### config.mk
export PLATFORM = sky130hd
export DESIGN_NAME = multidevice_link_ctrl_flat
export DESIGN_NICKNAME = d
export VERILOG_FILES = /design/src/rtl/multidevice_link_pkg.sv /design/src/rtl/multidevice_link_ctrl_if.sv /design/src/rtl/multidevice_link_ctrl_rr_arbiter.sv /design/src/rtl/multidevice_link_ctrl.sv /design/src/flat_wrapper.sv
export SDC_FILE = /design/constraint.sdc
export NUM_CORES = 1
export LEC_CHECK = 0
export ABC_CLOCK_PERIOD_IN_PS = 2210
export CAP_MARGIN = 30
export CELL_PAD_IN_SITES_DETAIL_PLACEMENT = 0
export CELL_PAD_IN_SITES_GLOBAL_PLACEMENT = 2
export CORE_ASPECT_RATIO = 1.2
export CORE_UTILIZATION = 29
export CTS_BUF_LIST = sky130_fd_sc_hd__clkbuf_4
export CTS_CLUSTER_SIZE = 25
export DETAILED_ROUTE_END_ITERATION = 16
export PLACE_DENSITY = 0.86
export SYNTH_ARGS = -nofsm -noshare
export SYNTH_HDL_FRONTEND = slang
export SYNTH_SLANG_ARGS = --single-unit
### constraint.sdc
create_clock -name i_clk -period 2.21 [get_ports i_clk]
set_input_delay 0.442 -clock i_clk [delete_from_list [all_inputs] [get_ports i_clk]]
set_output_delay 0.442 -clock i_clk [all_outputs]
set_load 0.02 [all_outputs]
### src/rtl/multidevice_link_pkg.sv
// Shared types and constants for the multi-device link controller.
// Consumers import multidevice_link_pkg::*.
package multidevice_link_pkg;

  typedef enum logic [1:0] {
    IDLE,
    ACTIVE,
    RECOVER
  } link_state_t;

  localparam int unsigned N_DEV_DEF   = 4;
  localparam int unsigned DATA_W_DEF  = 3;
  localparam int unsigned TIMEOUT_DEF = 5;

  // Index width that never collapses to zero bits.
  function automatic int unsigned idx_width(input int unsigned n);
    return (n > 1) ? $clog2(n) : 1;
  endfunction

endpackage

### src/rtl/multidevice_link_ctrl_if.sv
// Client/device bundle of the multi-device link: requests, one-hot active strobes,
// per-device ready, shared data bus and result/status outputs.
interface multidevice_link_ctrl_if #(
  parameter int unsigned N_DEV  = multidevice_link_pkg::N_DEV_DEF,
  parameter int unsigned DATA_W = multidevice_link_pkg::DATA_W_DEF
);
  localparam int unsigned IDX_W = multidevice_link_pkg::idx_width(N_DEV);

  logic [N_DEV-1:0]  req;
  logic [N_DEV-1:0]  active;
  logic [N_DEV-1:0]  ready;
  logic [DATA_W-1:0] data;
  logic              busy;
  logic              done;
  logic              tmo;
  logic [DATA_W-1:0] rdata;
  logic [IDX_W-1:0]  rdev;
  logic              proto_err;

  modport master (
    input  req, ready, data,
    output active, busy, done, tmo, rdata, rdev, proto_err
  );

  modport slave (
    output req, ready, data,
    input  active, busy, done, tmo, rdata, rdev, proto_err
  );

endinterface

### src/rtl/multidevice_link_ctrl_rr_arbiter.sv
// Combinational rotating-priority arbiter: grants the first set request at or after
// i_ptr, wrapping modulo N.
module rr_arbiter
  import multidevice_link_pkg::*;
#(
  parameter int unsigned N = 4
) (
  input  logic [N-1:0]              i_req,
  input  logic [idx_width(N)-1:0]   i_ptr,
  output logic [idx_width(N)-1:0]   o_gnt_idx,
  output logic                      o_gnt_vld
);

  localparam int unsigned IW = idx_width(N);

  always_comb begin
    int unsigned cand;
    o_gnt_idx = '0;
    o_gnt_vld = 1'b0;
    for (int unsigned off = 0; off < N; off++) begin
      cand = (32'(i_ptr) + off) % N;
      if (!o_gnt_vld && i_req[cand[IW-1:0]]) begin
        o_gnt_vld = 1'b1;
        o_gnt_idx = cand[IW-1:0];
      end
    end
  end

endmodule

### src/rtl/multidevice_link_ctrl.sv
// Initiator for N_DEV targets on a shared bus: round-robin grant, one-hot active,
// capture on ready, timeout and one-cycle recovery. Optional checker: `PROTO_CHECK_EN.
module multidevice_link_ctrl
  import multidevice_link_pkg::*;
#(
  parameter int unsigned N_DEV   = N_DEV_DEF,
  parameter int unsigned DATA_W  = DATA_W_DEF,
  parameter int unsigned TIMEOUT = TIMEOUT_DEF
) (
  input logic                   i_clk,
  input logic                   i_rst,
  multidevice_link_ctrl_if.master link
);

  localparam int unsigned IW = idx_width(N_DEV);
  localparam int unsigned CW = $clog2(TIMEOUT + 1);

  link_state_t       r_state, w_state_d;
  logic [IW-1:0]     r_gnt, r_ptr, w_ptr_d;
  logic [CW-1:0]     r_cnt, w_cnt_d;
  logic [DATA_W-1:0] r_rdata;
  logic [IW-1:0]     r_rdev;
  logic              r_done, r_tmo;
  logic              w_done_d, w_tmo_d, w_load_gnt;
  logic [IW-1:0]     w_gnt_idx;
  logic              w_gnt_vld;
  logic              w_ready_g;
  logic [N_DEV-1:0]  w_active;

  rr_arbiter #(
    .N (N_DEV)
  ) u_arb (
    .i_req     (link.req),
    .i_ptr     (r_ptr),
    .o_gnt_idx (w_gnt_idx),
    .o_gnt_vld (w_gnt_vld)
  );

  assign w_ready_g = link.ready[r_gnt];

  always_comb begin
    w_state_d  = r_state;
    w_cnt_d    = r_cnt;
    w_ptr_d    = r_ptr;
    w_done_d   = 1'b0;
    w_tmo_d    = 1'b0;
    w_load_gnt = 1'b0;
    unique case (r_state)
      IDLE: begin
        if (w_gnt_vld) begin
          w_load_gnt = 1'b1;
          w_cnt_d    = '0;
          w_state_d  = ACTIVE;
        end
      end
      ACTIVE: begin
        // Ready has priority over the final timeout cycle.
        if (w_ready_g) begin
          w_done_d  = 1'b1;
          w_state_d = RECOVER;
        end else if (r_cnt == CW'(TIMEOUT - 1)) begin
          w_tmo_d   = 1'b1;
          w_state_d = RECOVER;
        end else begin
          w_cnt_d = r_cnt + 1'b1;
        end
      end
      RECOVER: begin
        w_ptr_d   = (r_gnt == IW'(N_DEV - 1)) ? '0 : r_gnt + 1'b1;
        w_state_d = IDLE;
      end
      default: w_state_d = IDLE;
    endcase
  end

  always_ff @(posedge i_clk) begin
    if (i_rst) begin
      r_state <= IDLE;
      r_gnt   <= '0;
      r_ptr   <= '0;
      r_cnt   <= '0;
      r_rdata <= '0;
      r_rdev  <= '0;
      r_done  <= 1'b0;
      r_tmo   <= 1'b0;
    end else begin
      r_state <= w_state_d;
      r_ptr   <= w_ptr_d;
      r_cnt   <= w_cnt_d;
      r_done  <= w_done_d;
      r_tmo   <= w_tmo_d;
      if (w_load_gnt) r_gnt <= w_gnt_idx;
      if (w_done_d) begin
        r_rdata <= link.data;
        r_rdev  <= r_gnt;
      end
      if (w_tmo_d) r_rdev <= r_gnt;
    end
  end

  always_comb begin
    w_active = '0;
    if (r_state == ACTIVE) w_active[r_gnt] = 1'b1;
  end

  assign link.active = w_active;
  assign link.busy   = (r_state != IDLE);
  assign link.done   = r_done;
  assign link.tmo    = r_tmo;
  assign link.rdata  = r_rdata;
  assign link.rdev   = r_rdev;

`ifdef PROTO_CHECK_EN
  logic             r_proto_err, r_after_rec;
  logic [N_DEV-1:0] w_ready_stray;
  logic             w_ready_stuck, w_bus_undriven, w_viol;

  // The granted device may still hold ready during RECOVER; nobody else may.
  always_comb begin
    w_ready_stray = link.ready & ~w_active;
    if (r_state == RECOVER) w_ready_stray[r_gnt] = 1'b0;
  end

  assign w_ready_stuck  = r_after_rec && w_ready_g;
  assign w_bus_undriven = (r_state == ACTIVE) && w_ready_g && $isunknown(link.data);
  assign w_viol         = (|w_ready_stray) || w_ready_stuck || w_bus_undriven;

  always_ff @(posedge i_clk) begin
    if (i_rst) begin
      r_proto_err <= 1'b0;
      r_after_rec <= 1'b0;
    end else begin
      r_after_rec <= (r_state == RECOVER);
      if (w_viol) r_proto_err <= 1'b1;
    end
  end

  assign link.proto_err = r_proto_err;

  a_active_onehot0: assert property (@(posedge i_clk) disable iff (i_rst) $onehot0(w_active));
  a_done_xor_tmo: assert property (@(posedge i_clk) disable iff (i_rst) !(r_done && r_tmo));
  a_proto_rules: assert property (@(posedge i_clk) disable iff (i_rst) !w_viol)
    else $warning("link protocol rule broken by a device");
`else
  assign link.proto_err = 1'b0;
`endif

endmodule

### src/flat_wrapper.sv
// flat-port wrapper written by rule: the top's interface ports become plain ports
module multidevice_link_ctrl_flat import multidevice_link_pkg::*;
#(
  parameter int unsigned N_DEV   = N_DEV_DEF,
  parameter int unsigned DATA_W  = DATA_W_DEF,
  parameter int unsigned TIMEOUT = TIMEOUT_DEF
)
  (i_clk, i_rst, link_req, link_ready, link_data, link_active, link_busy, link_done, link_tmo, link_rdata, link_rdev, link_proto_err);
  multidevice_link_ctrl_if #(.N_DEV(N_DEV), .DATA_W(DATA_W)) link_i ();
  input logic i_clk;
  input logic i_rst;
  input wire logic [$bits(link_i.req)-1:0] link_req;
  input wire logic [$bits(link_i.ready)-1:0] link_ready;
  input wire logic [$bits(link_i.data)-1:0] link_data;
  output wire logic [$bits(link_i.active)-1:0] link_active;
  output wire logic [$bits(link_i.busy)-1:0] link_busy;
  output wire logic [$bits(link_i.done)-1:0] link_done;
  output wire logic [$bits(link_i.tmo)-1:0] link_tmo;
  output wire logic [$bits(link_i.rdata)-1:0] link_rdata;
  output wire logic [$bits(link_i.rdev)-1:0] link_rdev;
  output wire logic [$bits(link_i.proto_err)-1:0] link_proto_err;
  assign link_i.req = link_req;
  assign link_i.ready = link_ready;
  assign link_i.data = link_data;
  assign link_active = link_i.active;
  assign link_busy = link_i.busy;
  assign link_done = link_i.done;
  assign link_tmo = link_i.tmo;
  assign link_rdata = link_i.rdata;
  assign link_rdev = link_i.rdev;
  assign link_proto_err = link_i.proto_err;
  multidevice_link_ctrl #(.N_DEV(N_DEV), .DATA_W(DATA_W), .TIMEOUT(TIMEOUT)) u_core (.i_clk(i_clk), .i_rst(i_rst), .link(link_i));
endmodule
After elaboration in Yosys (flattened, before gate mapping)
Index checks and enable logic that the tools add are counted.
- add/subtract/negate cells: 5
- $lt $le $gt $ge: 6
- eq/ne operators: 8
- muxes and demuxes: 39
- reduce and logical (&&, ||, !) cells: 13
- operator list (cell ; count):
    $mux W2 ; 10
    $mux W1 ; 17
    $lt A2 B3 Y1 const B ; 5
    $bmux W1 S2 ; 5
    $mux W3 ; 3
    $ne A2 B2 Y1 const B ; 3
    $pmux W3 S2 ; 1
    $reduce_bool A2 Y1 ; 3
    $add A2 B1 Y2 const B ; 2
    $add A2 B2 Y2 const B ; 2
    $eq A2 B2 Y1 const B ; 2
    $logic_and A1 B1 Y1 ; 4
    $mux W4 ; 1
    $pmux W2 S2 ; 1
    $reduce_and A4 Y1 ; 1
    $add A3 B1 Y3 const B ; 1
    $eq A3 B3 Y1 const B ; 1
    $logic_not A1 Y1 ; 3
    $ne A3 B1 Y1 const B ; 1
    $demux W1 S2 ; 1
    $eq A2 B1 Y1 const B ; 1
    $ge A2 B1 Y1 const B ; 1
    $logic_not A2 Y1 ; 1
    $reduce_and A2 Y1 ; 1
- flip-flop bits (word level): 16
- output and inout port bits: 13
- word-level logic and storage cells: 79

Logic depth before layout (Yosys ltp)
Gate-level depths: netlist of run 1.
- word-level depth: 14
- depth in mapped cells: 6
- gate-level depth less buffers: 6

By module
Synthesis of run 1 repeated with hierarchy kept, for this count alone.
- cell total of the unflattened synthesis: 113
- area, all modules: 925.9 um^2
- by module, submodules not included (module ; instances ; cells an instance ; area an instance (um^2)):
    multidevice_link_ctrl ; 1 ; 98 ; 848.3
    rr_arbiter ; 1 ; 15 ; 77.6

Least setup slack after synthesis of run 1
OpenSTA, ideal clock, no wires.
- kind: reg-to-reg
- start: register u_core.r_gnt[0]
- end: register u_core.r_state[0]
- setup time: 0.103 ns
- arrival: 1.543 ns
- required time: 2.107 ns
- slack: 0.564 ns
- cell stages (with the launch flop): 5
- buffers on the path: 1
- clock period less this slack: 1.646 ns
- path through: dfxtp_1 mux4_2 buf_6 nand2b_4 a2111oi_2
- cells in the longest elaborated chain, start to end: 4
- elaborated cells on any way between the ends: 6
- RTL lines (element ; RTL line ; RTL):
    start: declaration ; multidevice_link_ctrl.sv:19 ; logic [IW-1:0] r_gnt, r_ptr, w_ptr_d;
    start signal: assignment ; multidevice_link_ctrl.sv:92 ; if (w_load_gnt) r_gnt <= w_gnt_idx;
    $bmux W1 S2 * ; multidevice_link_ctrl.sv:39 ; assign w_ready_g = link.ready[r_gnt];
    $mux W1 (not written as such) * ; multidevice_link_ctrl.sv:39 ;
    $mux W2 / $ne A3 B1 Y1 (equally long branches) ; -- ;
    $pmux W2 S2 / $reduce_and A2 Y1 (equally long branches) ; -- ;
    end signal: assignment ; multidevice_link_ctrl.sv:87 ; r_state <= w_state_d;
    end: declaration ; multidevice_link_ctrl.sv:18 ; link_state_t r_state, w_state_d;
Every way passes the cells marked *; elsewhere a longest branch is shown, timed or not. The select of a mux whose other input is x is not followed.
A chain may end at the register's enable or synchronous reset.

Final worst setup path of run 1
- start: register u_core.r_gnt[0]
- end: output port link_active[2]
- cells in the longest elaborated chain, start to end: 5
- elaborated cells on any way between the ends: 6
- RTL lines (element ; RTL line ; RTL):
    $lt A2 B3 Y1 (not written as such) / $ge A2 B1 Y1 (equally long branches) ; multidevice_link_ctrl.sv:103 ; if (r_state == ACTIVE) w_active[r_gnt] = 1'b1;
    $logic_and A1 B1 Y1 (not written as such) ; multidevice_link_ctrl.sv:103 ;
    $mux W1 (not written as such) ; multidevice_link_ctrl.sv:103 ;
    $demux W1 S2 * ; -- ;
    $mux W4 * ; multidevice_link_ctrl.sv:103 ;
    end: declaration ; flat_wrapper.sv:15 ; output wire logic [$bits(link_i.active)-1:0] link_active;
Every way passes the cells marked *; elsewhere a longest branch is shown, timed or not.

==> results of run 1 <==
==> cell usage after synthesis <==
| master | number | share of area |
|---|---|---|
| mux4_2 | 1 | 0.024 |
| and3_1 | 1 | 0.0067 |
| or2_1 | 1 | 0.0067 |
| a311oi_1 | 1 | 0.0093 |
| nand2b_4 | 1 | 0.015 |
| nand2_1 | 8 | 0.032 |
| nor2b_1 | 1 | 0.0067 |
| a21oi_1 | 8 | 0.043 |
| o21ai_2 | 1 | 0.0093 |
| or4_1 | 1 | 0.0080 |
| conb_1 | 1 | 0.0040 |
| or2_4 | 1 | 0.0093 |
| buf_6 | 1 | 0.012 |
| and2b_1 | 1 | 0.0080 |
| nor3_1 | 2 | 0.011 |
| xnor2_1 | 2 | 0.019 |
| mux2i_1 | 4 | 0.043 |
| a221oi_1 | 1 | 0.0093 |
| nor3_2 | 2 | 0.021 |
| dfxtp_1 | 16 | 0.34 |
| nor2_2 | 1 | 0.0067 |
| buf_4 | 1 | 0.0080 |
| and2_1 | 5 | 0.033 |
| or3_1 | 1 | 0.0067 |
| nor4bb_1 | 2 | 0.021 |
| inv_1 | 6 | 0.024 |
| nor4b_4 | 1 | 0.025 |
| nor2_1 | 7 | 0.028 |
| or2b_1 | 1 | 0.0080 |
| o21bai_1 | 1 | 0.0080 |
| o211ai_1 | 1 | 0.0080 |
| nand3b_1 | 1 | 0.0080 |
| nand2b_1 | 3 | 0.020 |
| a2111oi_2 | 1 | 0.016 |
| clkbuf_1 | 2 | 0.0080 |
| ha_1 | 6 | 0.080 |
| nand3_1 | 5 | 0.027 |
| o21ai_0 | 2 | 0.011 |
| buf_1 | 1 | 0.0040 |
| nor4_1 | 2 | 0.013 |
==> final timing paths <==
path	startpoint	endpoint	slack (ps)	depth (start not counted)
worst max-delay path	u_core.r_gnt[0]$_SDFFE_PP0P_	link_active[2]	120	4
worst max register to register	u_core.r_gnt[0]$_SDFFE_PP0P_	u_core.r_state[0]$_SDFFE_PP0P_	470	3
worst min register to register	u_core.link.rdata[0]$_SDFFE_PP0P_	u_core.link.rdata[0]$_SDFFE_PP0P_	470	2
worst min-delay path	u_core.link.rdata[0]$_SDFFE_PP0P_	u_core.link.rdata[0]$_SDFFE_PP0P_	470	2
==> placed cells by master, fill, tap and decap left out, drive strengths merged, types with 2 or more instances in the layout <==
cell type	instances
clkdlybuf4s50	24
dfxtp	16
nand2	8
a21oi	8
nor2	8
inv	6
ha	6
and2	5
nand3	5
mux2i	4
buf	4
nand2b	4
nor3	4
clkbuf	3
o21ai	3
nor4	2
nor4bb	2
xnor2	2
or2	2
==> area by class of cell <==
| cell class | count | share of cell area |
|---|---|---|
| repair buffers | 28 | 0.2141 |
| multi-input cells | 78 | 0.4549 |
| clock inverters | 1 | 0.002973 |
| well taps | 36 | 0.03568 |
| flip-flops and latches | 16 | 0.2567 |
| clock buffers | 3 | 0.01784 |
| inverters | 6 | 0.01784 |
==> state kept, by name, summed over array words and instances (netlist names) <==
name and flops:
u_core.link.rdata 3, u_core.link.done 1, u_core.r_cnt 3, u_core.link.tmo 1, u_core.link.rdev 2, u_core.r_gnt 2, u_core.r_ptr 2, u_core.r_state 2
==> worst register-to-register path, cell delays in order (launching register included) <==
cell	delay (ps)
dfxtp_2	420
mux4_2	670
nand2b_4	200
a2111oi_2	340
==> repair_timing <==
| item | in CTS | in global routing |
|---|---|---|
| setup buffers | 0 | 0 |
| setup endpoints to repair | 4 | 4 |
| resized for setup | 2 | 3 |
| hold buffers | 0 | 0 |
==> through the flow <==
stage / total power [mW] / util
2_1_floorplan: 0.4321 / -
3_3_place_gp: 0.4982 / 0.3973
6_report: 0.6607 / 0.4095
5_1_grt: 0.6964 / 0.4095
4_1_cts: 0.6689 / 0.4071
3_5_place_dp: 0.5026 / 0.3973
==> kinds of logic after synthesis <==
kind of cell    after synthesis
fa+ha+maj                     6
other cells                   1
compound gates               16
mux                           5
flops                        16
xor+xnor                      2
buf+inv                      11
simple gates                 48
==> power by group <==
part	switching [mW]	internal, mW
clock network	0.0969	0.0656
registers	0.0178	0.303
logic	0.0866	0.0905
==> layer usage <==
| layer | wire, um | GRT usage | vias up |
|---|---|---|---|
| met3 | 73 | 0.01905 | 4 |
| met4 | 42 | 0.07895 | 0 |
| met5 | 0 | 0 | - |
| li1 | - | - | 417 |
| met1 | 814 | 0.1318 | 388 |
| met2 | 1094 | 0.2392 | 20 |
==> metrics.csv, run 1 <==
metric;value;unit
Antenna Cells;0;
max_cap viols;0;
RSZ-0062 raised after global routing;false;
DIE AREA;0.003473;mm2
global-route wire length before repair;3367;um
Ys Warns;0;
PwrDens;523.4;mW/mm2
clk_lat worst skew;290;ps
average size of a mapped cell;8.949;um2
XOR/XNOR Fraction of Synth Area;0.01864;
post-synthesis sequential area ratio;0.3409;
Slew headroom;0.5652;
Critical Path Fanout Max;7;
detailed placer's ending HPWL;1581;um
WL/cell;12.04;um
slowest stage delay, CP;540;ps
# DRC;0;
Slowest cell on crit path;clkdlybuf4s50_1;
mux share of post-synthesis cell area;0.06658;
layout cells sized above 1;0.1515;
FP Rows;22;
Buf/Inv on CP;2;
Reg area;324.1;um2
CP Class;reg -> out;
Placed Cells;164;
post-layout min period;2089;ps
Slew Limit Fails;0;
endpoints failing hold;0;
worst path cell trace;inv_1, ha_1, and2_1, clkdlybuf4s50_1;
fmax;478.6;MHz
Clock Pin Slew Worst Setup and Hold Paths;100;ps
Synth cell types;40;
initial antenna violation count;0;
run status;completed;
Critical Path RT;1770;ps
filler cell count in the final layout;329;
CP Launch Type;register;
GPL Wtd Cong;0.7182;
worst hold slack;465.5;ps
die height;64.36;um
largest net degree at the start of global routing;17;
Mapped Area;939.7;um2
CTS sink cnt;16;
Port-buffer cells;24;
skew final;6.396;ps
Total Routing Usage GR;0.1314;
vias per inst;4.935;
worst min path class;reg -> reg;
Clock H-tree levels;1;
Die W;53.96;um
Post-DP Area;0.001225;mm2
critical path's top delay family;buffers and inverters;
post-route cell area;0.001262;mm2
Syn Inst Count;105;
largest family of logic cells by synthesized area;simple AND/OR/NAND/NOR gates;
synthesized flop and latch total;16;
Data arrival, critical path;1650;ps
complex-gate fraction of the synthesized area;0.1132;
total congestion overflow;0;
CTS tree;yes;
Static Leak;0.4739;nW
nets@finish;152;
Worst setup EP type;output pin;
Peak VDD IR;266.8;uV
crit share post-route;0.9455;
Slew @ Worst Pin;650.2;ps
Synthesized Nets;124;
CTS Buffer Depth;2;
TNS Setup;0;ps
number of DRC markers in iteration 0;7;
Setup WS post-layout;120.5;ps
CTS root buf;clkbuf_4;
synthesized-area fraction occupied by adder cells;0.07989;
CTS Buf Count;3;
DRT antenna net count;0;
final wirelength;2023;um
number of global-route vias before repair;786;
Initial Utilization;0.3048;
routed via count;829;
area grow syn2layout;34.35;%
total core area;0.003083;mm2
pre-CTS setup slack;91.20;ps
Top-Level Pins;26;
DR pass1 iterations;2;
Setup violations, final;0;
fin cells;168;
post-synthesis simple-gate area fraction;0.3209;
Multi-input gate area;574.3;um2
No activity file was read; power rests on OpenSTA's default activity.
==> run 2, diff against run 1 <==
Settings changed: CORE_MARGIN set to 3.
==> metrics.csv, run 2 (synthesis results as in run 1) <==
metric;value;unit
Worst setup EP type;output pin;
detailed placer's ending HPWL;1560;um
total congestion overflow;0;
PwrDens;520.1;mW/mm2
DR pass1 iterations;4;
routed via count;811;
Post-CTS Setup Bufs;0;
largest net degree at the start of global routing;17;
CP Launch Type;register;
leading cell type in the layout, fill and taps excluded;clkdlybuf4s50_1;
worst reg-to-reg setup slack;480;ps
CTS Buf Count;3;
slowest stage delay, CP;530;ps
Slowest cell on crit path;clkdlybuf4s50_1;
Critical Path Fanout Max;7;
Slew @ Worst Pin;638.8;ps
CTS Buffer Depth;2;
Static Leak;0.4706;nW
Peak VDD IR;234.6;uV
number of DRC markers in iteration 0;15;
Data arrival, critical path;1630;ps
Top-Level Pins;26;
CTS root buf;clkbuf_4;
die height;68.36;um
max_cap viols;0;
Die W;57.96;um
worst min path class;reg -> reg;
Setup violations, final;0;
commonest non-fill, non-tap cells in the layout;24 x clkdlybuf4s50_1, 14 x dfxtp_1, 8 x nand2_1, 8 x a21oi_1, 7 x nor2_1;
layout cells sized above 1;0.1439;
CTS tree;yes;
Clock H-tree levels;1;
post-route cell area;0.001256;mm2
clk_lat worst skew;280;ps
total core area;0.003083;mm2
end of the worst register-to-register path;u_core.r_state[0]$_SDFFE_PP0P_;
global-route wire length before repair;3215;um
number of global-route vias before repair;734;
Gates resized, CTS repair;1;
Critical Path End;link_active[0];
worst r2r path cells;3;
skew final;5.452;ps
worst path cell trace;inv_1, ha_1, and2_1, clkdlybuf4s50_1;
Post-DP Area;0.001225;mm2
endpoints failing hold;0;
Slew Limit Fails;0;
FP Rows;22;
area grow syn2layout;33.69;%
Clock Pin Slew Worst Setup and Hold Paths;100;ps
Placed Cells;164;
fmax;481.7;MHz
DIE AREA;0.003962;mm2
Port-buffer cells;24;
Critical path origin;u_core.r_gnt[0]$_SDFFE_PP0P_;
Util after Layout;0.4075;
run status;completed;
Antenna Cells;0;
Initial Utilization;0.3048;
GPL Wtd Cong;0.7615;
Power, Total;0.6534;mW
post-layout min period;2076;ps
Post-CTS Hold Fix Bufs;0;
CP Class;reg -> out;
initial antenna violation count;0;
nets@finish;152;
TNS Setup;0;ps
Buf/Inv on CP;2;
Slew headroom;0.5728;
vias per inst;4.827;
RR Startpoint;u_core.r_gnt[0]$_SDFFE_PP0P_;
# DRC;0;
final wirelength;1993;um
critical path's top delay family;buffers and inverters;
crit share post-route;0.9394;
Critical Path RT;1770;ps
DRT antenna net count;0;
cell depth of the worst setup path;4;
CTS sink cnt;16;
fin cells;168;
WL/cell;11.86;um
Total Routing Usage GR;0.1048;
RSZ-0062 raised after global routing;false;
run 2: how the worst min path moves through the flow:
stage                                            from                                 to  slack [ps]  cells after the start
floorplan                u_core.r_ptr[0]$_SDFFE_PP0N_       u_core.r_ptr[0]$_SDFFE_PP0N_         480                      2
global placement    u_core.link.rdata[0]$_SDFFE_PP0P_  u_core.link.rdata[0]$_SDFFE_PP0P_         440                      2
detailed placement  u_core.link.rdata[0]$_SDFFE_PP0P_  u_core.link.rdata[0]$_SDFFE_PP0P_         450                      2
CTS                 u_core.link.rdata[0]$_SDFFE_PP0P_  u_core.link.rdata[0]$_SDFFE_PP0P_         470                      2
global route        u_core.link.rdata[0]$_SDFFE_PP0P_  u_core.link.rdata[0]$_SDFFE_PP0P_         490                      2
finish              u_core.link.rdata[0]$_SDFFE_PP0P_  u_core.link.rdata[0]$_SDFFE_PP0P_         460                      2
run 2: power breakdown:
part / switching [mW] / internal (mW) / leakage, nW / total (mW)
combinational: 0.0900 / 0.0907 / 0.324 / 0.181
clock: 0.0906 / 0.0654 / 0.0154 / 0.156
sequential: 0.0138 / 0.303 / 0.131 / 0.317
total: 0.194 / 0.459 / 0.471 / 0.653
run 2: layout make-up:
cell class / count / area, um2
Clock buffer: 3 / 22.52
Clock inverter: 1 / 3.754
Fill cell: 336 / 1827
Inverter: 6 / 22.52
Multi-Input combinational cell: 78 / 569.3
Sequential cell: 16 / 322.8
Tap cell: 36 / 45.04
Timing Repair Buffer: 28 / 270.3
run 2: per-layer routing:
metal,track usage,wire length (um)
met5,0,0
met4,0.05217,27
met3,0.01509,91
met2,0.1963,1037
met1,0.1143,836
run 2: worst min-delay path: cells and delay by family, from the launching register on:
| kind | cells | cell delay [ps] |
|---|---|---|
| AO/OA/AOI/OAI | 1 | 50 |
| AND/OR/NAND/NOR | 1 | 50 |
| flip-flops | 1 | 320 |
run 2: metrics by stage:
| step | setup slack, ps | hold WS (ps) |
|---|---|---|
| after floorplan | 564.1 | 477.7 |
| after global placement | 125.5 | 444.4 |
| after detailed placement | 71.64 | 451.4 |
| after CTS | 39.15 | 465.7 |
| after global routing | 31.76 | 486.3 |
| final | 133.8 | 459.5 |
==> run 3, diff against run 2 <==
Settings changed: GPL_TIMING_DRIVEN set to 0, SKIP_CTS_REPAIR_TIMING set to 1.
==> metrics.csv, run 3 (synthesis results as in run 1) <==
metric;value;unit
RR Startpoint;u_core.r_gnt[0]$_SDFFE_PP0P_;
# DRC;0;
endpoints failing hold;0;
detailed placer's ending HPWL;1534;um
WHS Path Cells;2;
largest net degree at the start of global routing;11;
Die W;57.96;um
DIE AREA;0.003962;mm2
routed via count;809;
fmax;516.2;MHz
Power, Total;0.6447;mW
Clock Pin Slew Worst Setup and Hold Paths;90;ps
DRT antenna net count;0;
final wirelength;1916;um
Static Leak;0.5311;nW
Antenna Cells;0;
worst hold start;u_core.link.rdata[2]$_SDFFE_PP0P_;
clock power share;0.237;
worst r2r path cells;4;
Initial Utilization;0.3048;
DR pass1 iterations;2;
CTS sink cnt;16;
CTS Buffer Depth;2;
max_cap viols;0;
CP Class;reg -> out;
Data arrival, critical path;1500;ps
area grow syn2layout;33.02;%
Detail Route met3 WL;131;um
worst reg-to-reg setup slack;410;ps
Top-Level Pins;26;
PwrDens;515.8;mW/mm2
GPL Wtd Cong;0.7314;
nets@finish;152;
number of global-route vias before repair;757;
layout cells sized above 1;0.1221;
internal power;0.4534;mW
initial antenna violation count;0;
Sequential Power Share;0.495;
clk_lat worst skew;290;ps
Critical Path RT;1770;ps
Setup violations, final;0;
Worst setup EP type;output pin;
net switching power;0.1913;mW
top layer in use;met4;
skew final;0.7538;ps
CTS root buf;clkbuf_4;
Combinational Power Share;0.268;
Metal-1 WL;781;um
Met2 Wirelength;937;um
total core area;0.003083;mm2
total congestion overflow;0;
Slew Limit Fails;0;
vias per inst;4.844;
hold endpoint;u_core.link.rdata[2]$_SDFFE_PP0P_;
worst min path class;reg -> reg;
FP Rows;22;
Port-buffer cells;23;
filler cell count in the final layout;325;
commonest non-fill, non-tap cells in the layout;19 x clkdlybuf4s50_1, 15 x dfxtp_1, 8 x nand2_1, 8 x a21oi_1, 7 x nor2_1;
Slowest cell on crit path;clkdlybuf4s50_1;
CTS tree;yes;
slowest stage delay, CP;600;ps
leading cell type in the layout, fill and taps excluded;clkdlybuf4s50_1;
WL/cell;11.47;um
global-route wire length before repair;3160;um
CP Launch Type;register;
crit share post-route;0.8765;
CTS Buf Count;3;
Peak VDD IR;206.6;uV
Total Routing Usage GR;0.1087;
worst path cell trace;or2_4, clkdlybuf4s50_1;
post-layout min period;1937;ps
worst hold slack;463.8;ps
die height;68.36;um
Clock H-tree levels;1;
switching fraction of total power;0.2967;
Critical Path Fanout Max;6;
RSZ-0062 raised after global routing;false;
run status;completed;
number of DRC markers in iteration 0;8;
end of the worst register-to-register path;u_core.r_state[0]$_SDFFE_PP0P_;
[run 3: changes by cell type in the layout (fill, tap and decap cells not counted), sizes merged]
cell / previous run / this run
clkinv: 1 / 0
clkdlybuf4s50: 24 / 19
clkbuf: 3 / 4
dlymetal6s2s: 0 / 4
[run 3: power by group through the flow]
stage          Clock, mW  Combinational [mW]  Sequential (mW)
6_report           0.153               0.173            0.319
5_1_grt            0.174               0.190            0.323
4_1_cts            0.160               0.176            0.319
3_5_place_dp           0               0.175            0.326
3_3_place_gp           0               0.174            0.325
2_1_floorplan          0               0.104            0.328
[run 3: critical path, delay by kind of cell (launching register included)]
kind	cells	cell delay, ps
simple gates	1	170
buf+inv	1	600
flops	1	440
[run 3: how the worst max path moves through the flow]
stage / startpoint / endpoint / slack (ps) / depth (start not counted)
floorplan: u_core.r_gnt[0]$_SDFFE_PP0P_ / u_core.r_state[0]$_SDFFE_PP0P_ / 560 / 4
global placement: u_core.r_state[0]$_SDFFE_PP0P_ / link_active[2] / 30 / 4
detailed placement: u_core.r_state[0]$_SDFFE_PP0P_ / link_active[1] / 50 / 4
CTS: u_core.r_state[0]$_SDFFE_PP0P_ / link_active[1] / -280 / 4
global route: u_core.r_state[1]$_SDFFE_PP0P_ / link_busy / 170 / 2
finish: u_core.r_state[1]$_SDFFE_PP0P_ / link_busy / 270 / 2
[run 3: layer usage]
layer  track usage  vias up
met2        0.2020       21
li1              -      413
met1       0.09932      370
met5             0        -
met4       0.08696        0
met3       0.02830        5
[run 3: through the flow]
step / cell area (um2) / instances / util / TNS, ps / worst slack, ps
after floorplan: 939.7 / 105 / - / 0 / 564.1
after global placement: 1215 / 164 / 0.3941 / 0 / 32.37
after detailed placement: 1215 / 164 / 0.3941 / 0 / 53.17
after CTS: 1237 / 167 / 0.4014 / -1122 / -284.3
after global routing: 1250 / 167 / 0.4054 / 0 / 166.7
final: 1250 / 167 / 0.4054 / 0 / 272.9
[run 3: cell type report]
type | count | area, um2 | share of cell area
Clock buffer | 3 | 22.52 | 0.01802
Multi-Input combinational cell | 78 | 566.8 | 0.4535
Sequential cell | 16 | 321.6 | 0.2573
Timing Repair Buffer | 23 | 240.2 | 0.1922
Tap cell | 36 | 45.04 | 0.03604
Inverter | 6 | 22.52 | 0.01802
Buffer | 5 | 31.28 | 0.02503
